### config.mk
export PLATFORM = sky130hd
export DESIGN_NAME = rs_issue_sched
export DESIGN_NICKNAME = d
export VERILOG_FILES = /design/src/rtl/rs_issue_sched.sv
export SDC_FILE = /design/constraint.sdc
export NUM_CORES = 1
export LEC_CHECK = 0
export BUFFER_PORTS_ARGS = -buffer_cell sky130_fd_sc_hd__buf_2
export CAP_MARGIN = 20
export CORE_MARGIN = 2
export CORE_UTILIZATION = 25
export CTS_CLUSTER_DIAMETER = 100
export DETAILED_ROUTE_END_ITERATION = 7
export HOLD_SLACK_MARGIN = 0.06
export SLEW_MARGIN = 20
export SYNTH_ARGS = -nofsm -noshare
export SYNTH_HDL_FRONTEND = slang
export SYNTH_SLANG_ARGS = --single-unit
### constraint.sdc
create_clock -name clk -period 11.8 [get_ports clk]
set_input_delay 0 -clock clk [delete_from_list [all_inputs] [get_ports clk]]
set_output_delay 0 -clock clk [all_outputs]
set_load 0.01 [all_outputs]
### src/rtl/rs_issue_sched.sv
`default_nettype none
// ============================================================================
// Module  : rs_issue_sched
// Brief   : Reservation-station entry allocator and oldest-ready issue selector.
// Revision: 1.0  initial release
// ============================================================================
module rs_issue_sched #(
    parameter int RS_NUM = 16,
    parameter int IDX_W  = 4
) (
    input  logic              clk,
    input  logic              rst,
    input  logic              rdy,
    input  logic              clr,
    input  logic              alloc_req,
    output logic              alloc_gnt,
    output logic [IDX_W-1:0]  alloc_idx,
    output logic              full,
    output logic              empty,
    output logic [IDX_W:0]    count,
    input  logic [RS_NUM-1:0] ready_vec,
    input  logic              ex_busy,
    output logic              issue_en,
    output logic [IDX_W-1:0]  issue_idx
);

    logic [RS_NUM-1:0]             occupied_q, occupied_d;
    logic [RS_NUM-1:0][RS_NUM-1:0] older_q, older_d;
    logic                          full_q, empty_q, issue_en_q;
    logic [IDX_W:0]                count_q, count_d;
    logic [IDX_W-1:0]              issue_idx_q;

    logic [RS_NUM-1:0]             cand;
    logic [IDX_W-1:0]              win_idx;
    logic                          blocked;
    logic                          issue_fire;

    always_comb begin
        alloc_idx = '0;
        for (int i = RS_NUM - 1; i >= 0; i--) begin
            if (!occupied_q[i]) alloc_idx = IDX_W'(i);
        end
    end

    assign alloc_gnt = alloc_req & ~full_q & rdy & ~rst & ~clr;

    // An entry wins when no other candidate is older than it.
    assign cand = ready_vec & occupied_q;
    always_comb begin
        win_idx = '0;
        blocked = 1'b0;
        for (int i = 0; i < RS_NUM; i++) begin
            blocked = 1'b0;
            for (int j = 0; j < RS_NUM; j++) begin
                blocked = blocked | (cand[j] & older_q[j][i]);
            end
            if (cand[i] && !blocked) win_idx = IDX_W'(i);
        end
    end

    assign issue_fire = rdy & ~ex_busy & (|cand);

    always_comb begin
        occupied_d = occupied_q;
        older_d    = older_q;
        if (issue_fire) begin
            occupied_d[win_idx] = 1'b0;
            for (int k = 0; k < RS_NUM; k++) older_d[k][win_idx] = 1'b0;
        end
        if (alloc_gnt) begin
            occupied_d[alloc_idx] = 1'b1;
            older_d[alloc_idx]    = '0;
            for (int k = 0; k < RS_NUM; k++) older_d[k][alloc_idx] = occupied_q[k];
        end
    end

    always_comb begin
        count_d = '0;
        for (int i = 0; i < RS_NUM; i++) count_d = count_d + (IDX_W+1)'(occupied_d[i]);
    end

    always_ff @(posedge clk) begin
        if (rst || clr) begin
            occupied_q  <= '0;
            older_q     <= '0;
            issue_en_q  <= 1'b0;
            issue_idx_q <= '0;
            count_q     <= '0;
            full_q      <= 1'b0;
            empty_q     <= 1'b1;
        end else if (rdy) begin
            occupied_q <= occupied_d;
            older_q    <= older_d;
            count_q    <= count_d;
            full_q     <= (count_d == (IDX_W+1)'(RS_NUM));
            empty_q    <= (count_d == '0);
            issue_en_q <= issue_fire;
            if (issue_fire) issue_idx_q <= win_idx;
        end
    end

    assign full      = full_q;
    assign empty     = empty_q;
    assign count     = count_q;
    assign issue_en  = issue_en_q;
    assign issue_idx = issue_idx_q;

`ifndef SYNTHESIS
    always @(posedge clk) begin
        if (!rst && !clr) begin
            for (int i = 0; i < RS_NUM; i++) begin
                assert (!older_q[i][i]);
                for (int j = 0; j < RS_NUM; j++) begin
                    if (i != j && occupied_q[i] && occupied_q[j])
                        assert (older_q[i][j] ^ older_q[j][i]);
                end
            end
            if (issue_fire) assert (occupied_q[win_idx]);
        end
    end
`endif

endmodule
`default_nettype wire

==> flow_summary.toml, run 1 <==
[status]
outcome = "finished clean"

[job]
drv_cap = 0

[setup_path]
cp.arrival_ns = 8.22
cp-end-kind = "register"
worstSetupPathType = "reg2reg"
setup.worst_path.start_class = "register"
worstPathMaxFanout = 22
critical_path.cell_chain = "and3b_1, nand4_1, nor4_1, a211oi_2, o211a_2, nor3_2, and3_1, o21ai_0, fa_1, fa_1, fa_1, inv_1, fa_1, inv_1, ha_1, inv_1, fa_1, xnor2_1, nor3_1, a22oi_1, nor2_1"
critPathBufInv = 3
cpPeakStageDelay_ns = 0.90
crit_top_cell = "fa_1"
cpLargestDelayFamily = "adder cells"
reg2reg_setup_slack_ns = 4.01
required_ns = 12.23
crit_path_top_delay_cell = "nor4_1"

[place]
gp_congestion = 0.994
dp_hpwl_um = 37300
dp_slack_ns = 4.36
port_buffers = 38

[routing]
wl_per_cell_um = 27.8
firstDrtPassIters = 6
first_iter_violations = 2106
viasPerCell = 6.22
wl_um = 59100
drc_errors = 0
ant_nets = 0
vias = 13195

[synth]
synth_simple_gate_area_share_pct = 28.5
synth_top_family_by_area = "simple AND/OR/NAND/NOR gates"
synth_area_leader_cell = "dfxtp_1"
synth-edff-count = 0
synthTopCellsByCount = "296 x nand3_1, 268 x dfxtp_1, 116 x nand2_1"
async_reset_ff_share_pct = 0
synth_compound_area_share_pct = 19.9
synth_area_leaders = "dfxtp_1 43%, nand3_1 12%, nand4_1 4.7%"
synthMuxAreaShare_pct = 0.398
synth-main-ff-cell = "dfxtp_1"
synthAdderAreaFrac_pct = 2.09
yosysSeqAreaShare_pct = 42.7
syn_avg_cell_area_um2 = 8.59
ys_ff_latch = 268
syn-num-nets = 1500
netlist_area_um2 = 12600
yosys.cell_types.count = 75
yosysMostFrequentCell = "nand3_1"
synth_top_area_share_pct = 42.7
yosysWarnings = 0
synthCells = 1463
synth_xor_area_share_pct = 0.139

[timing]
final.setup.worst_slack_ns = 4.01
rsz0062_at_grt = "no"
timing.hold.ws_ns = 0.108
finalSetupViolCount = 0
max_freq_mhz = 128
min_period_ns = 7.79
slew_violations = 0
fin_skew_ns = 0.0176
setup_tns_ns = 0
slew_headroom_pct = 19.8
post-route-period-util_pct = 66.0
final_hold_viol_count = 0
tightest_slew_ns = 1.20

[clock_network]
insertion_delay_ns = 0.57
holdBufCountCts = 2
h-tree-depth = 1
ctsResizeCount = 0
cts_made_buffers = 29
cts_setup_buffers = 0
cts.sinks = 268
path_clk_slew_ns = 0.06
clock-root-buffer = "clkbuf_16"
tritoncts = "done"
clockBufferDepth = 3

[global_routing]
grt_usage_pct = 21.6
first_global_vias = 12473
grt_max_degree = 60
grt_antenna_before_repair = 0
grt_pass1_wl_um = 85000
overflow = 0

[cells_and_area]
final_nets = 1467
multi_input_area_um2 = 6470
fin_util_pct = 28.7
syn_to_final_growth_pct = 13.7
drive_above_1_share_pct = 14.6
regArea_um2 = 5370
n_antenna_cell = 0
fillers = 5365

[hold_path]
hold_class = "in2reg"

[power_and_ir_drop]
p_leak_uw = 0.00524
ir_drop_uv = 96.5
powerDensity_nw_per_um2 = 135

[floorplanning]
die_h_um = 228
core.rowCount = 82
ioPinCount = 39
fp.dieW_um = 228
core_area_um2 = 49900
die_area_um2 = 52100
initial_core_util_pct = 25.2
## power breakdown
group / leakage, uW / switching (uW) / internal (uW) / total [uW]
combinational: 0.00260 / 58.4 / 7.85 / 66.3
clock: 0.000485 / 390 / 569 / 960
sequential: 0.00216 / 0.380 / 905 / 905
## logic make-up (layout without fill, tap and decap cells)
kind of cell / count (synthesis) / in the layout
AND/OR/NAND/NOR: 678 / 678
AO/OA/AOI/OAI: 324 / 324
buffers and inverters: 171 / 158
multiplexers: 5 / 5
flip-flops: 268 / 268
XOR/XNOR: 2 / 2
adder cells (fa/ha/maj): 15 / 15
## worst register-to-register path: stages (launching register included)
cell and delay (ns):
dfxtp_2 0.81, and3b_1 0.28, nand4_1 0.13, nor4_1 0.90, a211oi_2 0.19, o211a_2 0.45
nor3_2 0.36, and3_1 0.76, o21ai_0 0.39, fa_1 0.61, fa_1 0.51, fa_1 0.50
inv_1 0.05, fa_1 0.44, inv_1 0.07, ha_1 0.16, inv_1 0.06, fa_1 0.45
xnor2_1 0.26, nor3_1 0.08, a22oi_1 0.16, nor2_1 0.05
## metrics by stage
| stage | std cells | instance area [um^2] | total power [uW] |
|---|---|---|---|
| after detailed placement | 2069 | 13300 | 987 |
| after global routing | 2122 | 14300 | 1970 |
| after global placement | 2068 | 13300 | 987 |
| final | 2122 | 14300 | 1930 |
| after CTS | 2122 | 14300 | 1930 |
| after floorplan | 1463 | 12600 | 952 |
## registers in the layout (all words and copies together) (netlist names)
signal      count
older_q       240
issue_en        1
occupied_q     16
issue_idx       4
full            1
count           5
empty           1
## final timing paths
check | start | to | depth (start not counted)
min reg2reg | older_q[108]$_SDFFE_PP0P_ | older_q[108]$_SDFFE_PP0P_ | 2
max | occupied_q[4]$_SDFFE_PP0P_ | full$_SDFFE_PP0P_ | 21
min | clr | older_q[37]$_SDFFE_PP0P_ | 5
max reg2reg | occupied_q[4]$_SDFFE_PP0P_ | full$_SDFFE_PP0P_ | 21
## cell type report
type,instances,area share [%]
Inverter,26,0.683
Multi-Input combinational cell,1024,45.3
Timing Repair Buffer,81,3.77
Tap cell,672,5.89
Sequential cell,268,37.6
Clock inverter,14,1.37
Clock buffer,37,5.43
## routing by layer
layer  vias up  global-route usage [%]  wire, um
met5         -                       0         0
met4         0                    11.9      3660
met3       241                    4.85      6990
met2      1046                    32.9     25400
met1      6448                    28.3     23100
li1       5460                       -         -
## layout by cell type (no fill, tap or decap), types with 13 or more instances in the layout
cell type / synthesis / routed
nand3_1: 296 / 294
dfxtp_1: 268 / 267
nand2_1: 116 / 116
nand4_1: 94 / 94
a21oi_1: 52 / 52
nor2_1: 44 / 43
buf_4: 8 / 40
and3_1: 38 / 38
buf_2: 54 / 38
a31o_2: 37 / 37
o21ai_0: 36 / 35
o22ai_1: 29 / 29
clkbuf_16: 0 / 29
inv_1: 25 / 25
a41o_1: 22 / 22
a31oi_1: 18 / 17
a22oi_1: 17 / 17
a32o_1: 15 / 15
and3b_1: 14 / 14
nor3_1: 17 / 14
nor4_1: 14 / 13
(Power assumes the default switching activity.)
==> inputs of run 2 (changes only) <==
--- a/config.mk
+++ b/config.mk
@@ -5,6 +5,7 @@
 export SDC_FILE = /design/constraint.sdc
 export NUM_CORES = 1
 export LEC_CHECK = 0
+export ABC_AREA = 1
 export BUFFER_PORTS_ARGS = -buffer_cell sky130_fd_sc_hd__buf_2
 export CAP_MARGIN = 20
 export CORE_MARGIN = 2
==> constraint.sdc (replaced) <==
create_clock -name clk -period 7.5 [get_ports clk]
set_input_delay 0 -clock clk [delete_from_list [all_inputs] [get_ports clk]]
set_output_delay 0 -clock clk [all_outputs]
set_load 0.01 [all_outputs]
==> run 2 against run 1 <==
Fmax up 15%. Worst setup slack lost 3.3 ns. Area after synthesis up 19%. Largest cell class unchanged. Register-to-register slack lost 3.3 ns. Sequential share of layout area decreased by 6.0 points. Non-clock buffer count is 5 lower. Clock skew grew 0.011 ns. Clock power up 86%. Via count is 26% higher. Sequential cell count is the same. Worst hold slack better by 0.025 ns.
==> flow_summary.toml, run 2 <==
[status]
outcome = "finished clean"

[place]
dp_hpwl_um = 46000
placed_cell_area_um2 = 15800
port_buffers = 38
placedCellCount = 2945
gp_congestion = 1.04

[timing]
slew_headroom_pct = 29.8
slew_violations = 0
max_freq_mhz = 148
rsz0062_at_grt = "no"
fin_skew_ns = 0.0282
tightest_slew_ns = 1.04
finalSetupViolCount = 0
min_period_ns = 6.75
setup_tns_ns = 0
final_hold_viol_count = 0
post-route-period-util_pct = 89.9

[clock_network]
cts_setup_buffers = 0
ctsResizeCount = 0
clock-root-buffer = "clkbuf_16"
path_clk_slew_ns = 0.06
insertion_delay_ns = 0.55
cts.sinks = 268
h-tree-depth = 2
tritoncts = "done"
clockBufferDepth = 3
cts_made_buffers = 34

[routing]
wl_um = 68500
first_iter_violations = 2378
drc_errors = 0
firstDrtPassIters = 6
vias = 16571
ant_nets = 0
wl_per_cell_um = 22.8
viasPerCell = 5.51

[cells_and_area]
regArea_um2 = 5370
multi_input_area_um2 = 8030
largest_reg_flops = 240
finalInstanceArea_um2 = 17000
regMostFlops = "older_q"
syn_to_final_growth_pct = 13.9
layout_common_cells = "508 x nand2_1, 268 x dfxtp_1, 260 x a21oi_1"
layout_commonest_cell = "nand2_1"
fin_util_pct = 28.8
fillers = 6534
final_nets = 2247
final-instance-count-excl-fill = 3008
drive_above_1_share_pct = 10.5

[floorplanning]
initial_core_util_pct = 25.3
core.rowCount = 89
die_h_um = 249
ioPinCount = 39
core_area_um2 = 59000
fp.dieW_um = 249
die_area_um2 = 61800

[synth]
synth_top_area_share_pct = 35.9
synth_area_leader_cell = "dfxtp_1"
yosysSeqAreaShare_pct = 35.9
synth-main-ff-cell = "dfxtp_1"
ys_ff_latch = 268
yosysMostFrequentCell = "nand2_1"
syn_avg_cell_area_um2 = 6.71
async_reset_ff_share_pct = 0
syn-num-nets = 2264
netlist_area_um2 = 14900
synthTopCellsByCount = "508 x nand2_1, 268 x dfxtp_1, 260 x a21oi_1"
synth-edff-count = 0
synth_area_leaders = "dfxtp_1 36%, nand2_1 13%, a21oi_1 8.7%"
synthCells = 2227
yosysWarnings = 0
yosys.cell_types.count = 51

[global_routing]
grt_antenna_before_repair = 1
grt_pass1_wl_um = 101000
grt_max_degree = 216
grt_usage_pct = 21.3
first_global_vias = 14857
overflow = 0

[setup_path]
cpPeakStageDelay_ns = 0.63
worstPathMaxFanout = 17
cp-end-kind = "register"
crit_top_cell = "inv_1"
cpLargestDelayFamily = "adder cells"
crit_path_top_delay_cell = "dfxtp_1"
worstSetupPathType = "reg2reg"
critPathBufInv = 8
required_ns = 7.97
setup.worst_path.start_class = "register"
cp.arrival_ns = 7.22

[power_and_ir_drop]
p_leak_uw = 0.00643
ir_drop_uv = 142
powerDensity_nw_per_um2 = 205

[hold_path]
hold_class = "in2reg"

[job]
drv_cap = 0
[run 2: what timing repair did]
action                     CTS  global route
setup endpoints to repair    0             0
hold endpoints to repair    52             0
hold buffers                 2             0
[run 2: cell families (layout without fill, tap and decap cells)]
| logic type | count (synthesis) | count (layout) | share of synthesized area, % |
|---|---|---|---|
| buffers and inverters | 383 | 390 | 10.5 |
| and+or+nand+nor | 979 | 979 | 31.3 |
| AOI/OAI and AO/OA | 580 | 580 | 20.5 |
| other | 0 | 1 | 0 |
| xor gates and xnor gates | 2 | 2 | 0.117 |
| adders and majority gates | 15 | 15 | 1.76 |
| DFF | 268 | 268 | 35.9 |
[run 2: final timing paths]
path / start / endpoint / slack (ns) / depth (start not counted)
min: clr / older_q[254]$_SDFFE_PP0P_ / 0.13 / 5
min reg2reg: older_q[187]$_SDFFE_PP0P_ / older_q[187]$_SDFFE_PP0P_ / 0.45 / 2
max: occupied_q[4]$_SDFFE_PP0P_ / full$_SDFFE_PP0P_ / 0.75 / 28
max reg2reg: occupied_q[4]$_SDFFE_PP0P_ / full$_SDFFE_PP0P_ / 0.75 / 28
[run 2: final cells by class]
cell class / instances / share of cell area [%]
diodes: 1 / 0.0147
clock buffers: 45 / 5.78
clock inverters: 15 / 1.26
inverters: 254 / 5.62
multi-input cells: 1576 / 47.2
flip-flops and latches: 268 / 31.5
well taps: 773 / 5.68
repair buffers: 76 / 2.93
[run 2: power breakdown]
group          switching [uW]  total (uW)  internal [uW]
Combinational             152         209           57.3
Clock                     691        1790           1100
Sequential               30.0        1490           1460
Total                     873        3480           2610
[run 2: worst reg2reg max path, delay by kind of cell, from the launching register on]
kind | cells | cell delay (ns)
simple gates | 11 | 1.93
buf+inv | 8 | 1.03
flops | 1 | 0.63
fa+ha+maj | 6 | 2.47
compound gates | 3 | 0.60
[run 2: per-layer routing]
| layer | GRT usage, % | routed length [um] | part of all wire (%) |
|---|---|---|---|
| met5 | 0 | 0 | 0 |
| met4 | 12.5 | 4420 | 6.5 |
| met3 | 4.24 | 7440 | 11 |
| met2 | 31.2 | 28800 | 42 |
| met1 | 28.8 | 27900 | 41 |
[run 2: stage by stage]
step | power (uW) | hold slack [ns] | worst slack, ns
after global routing | 3580 | 0.208 | 0.393
after floorplan | 1640 | 0.295 | 1.96
final | 3480 | 0.133 | 0.754
after CTS | 3490 | 0.138 | 0.870
after detailed placement | 1720 | 0.405 | 0.887
after global placement | 1720 | 0.415 | 0.951
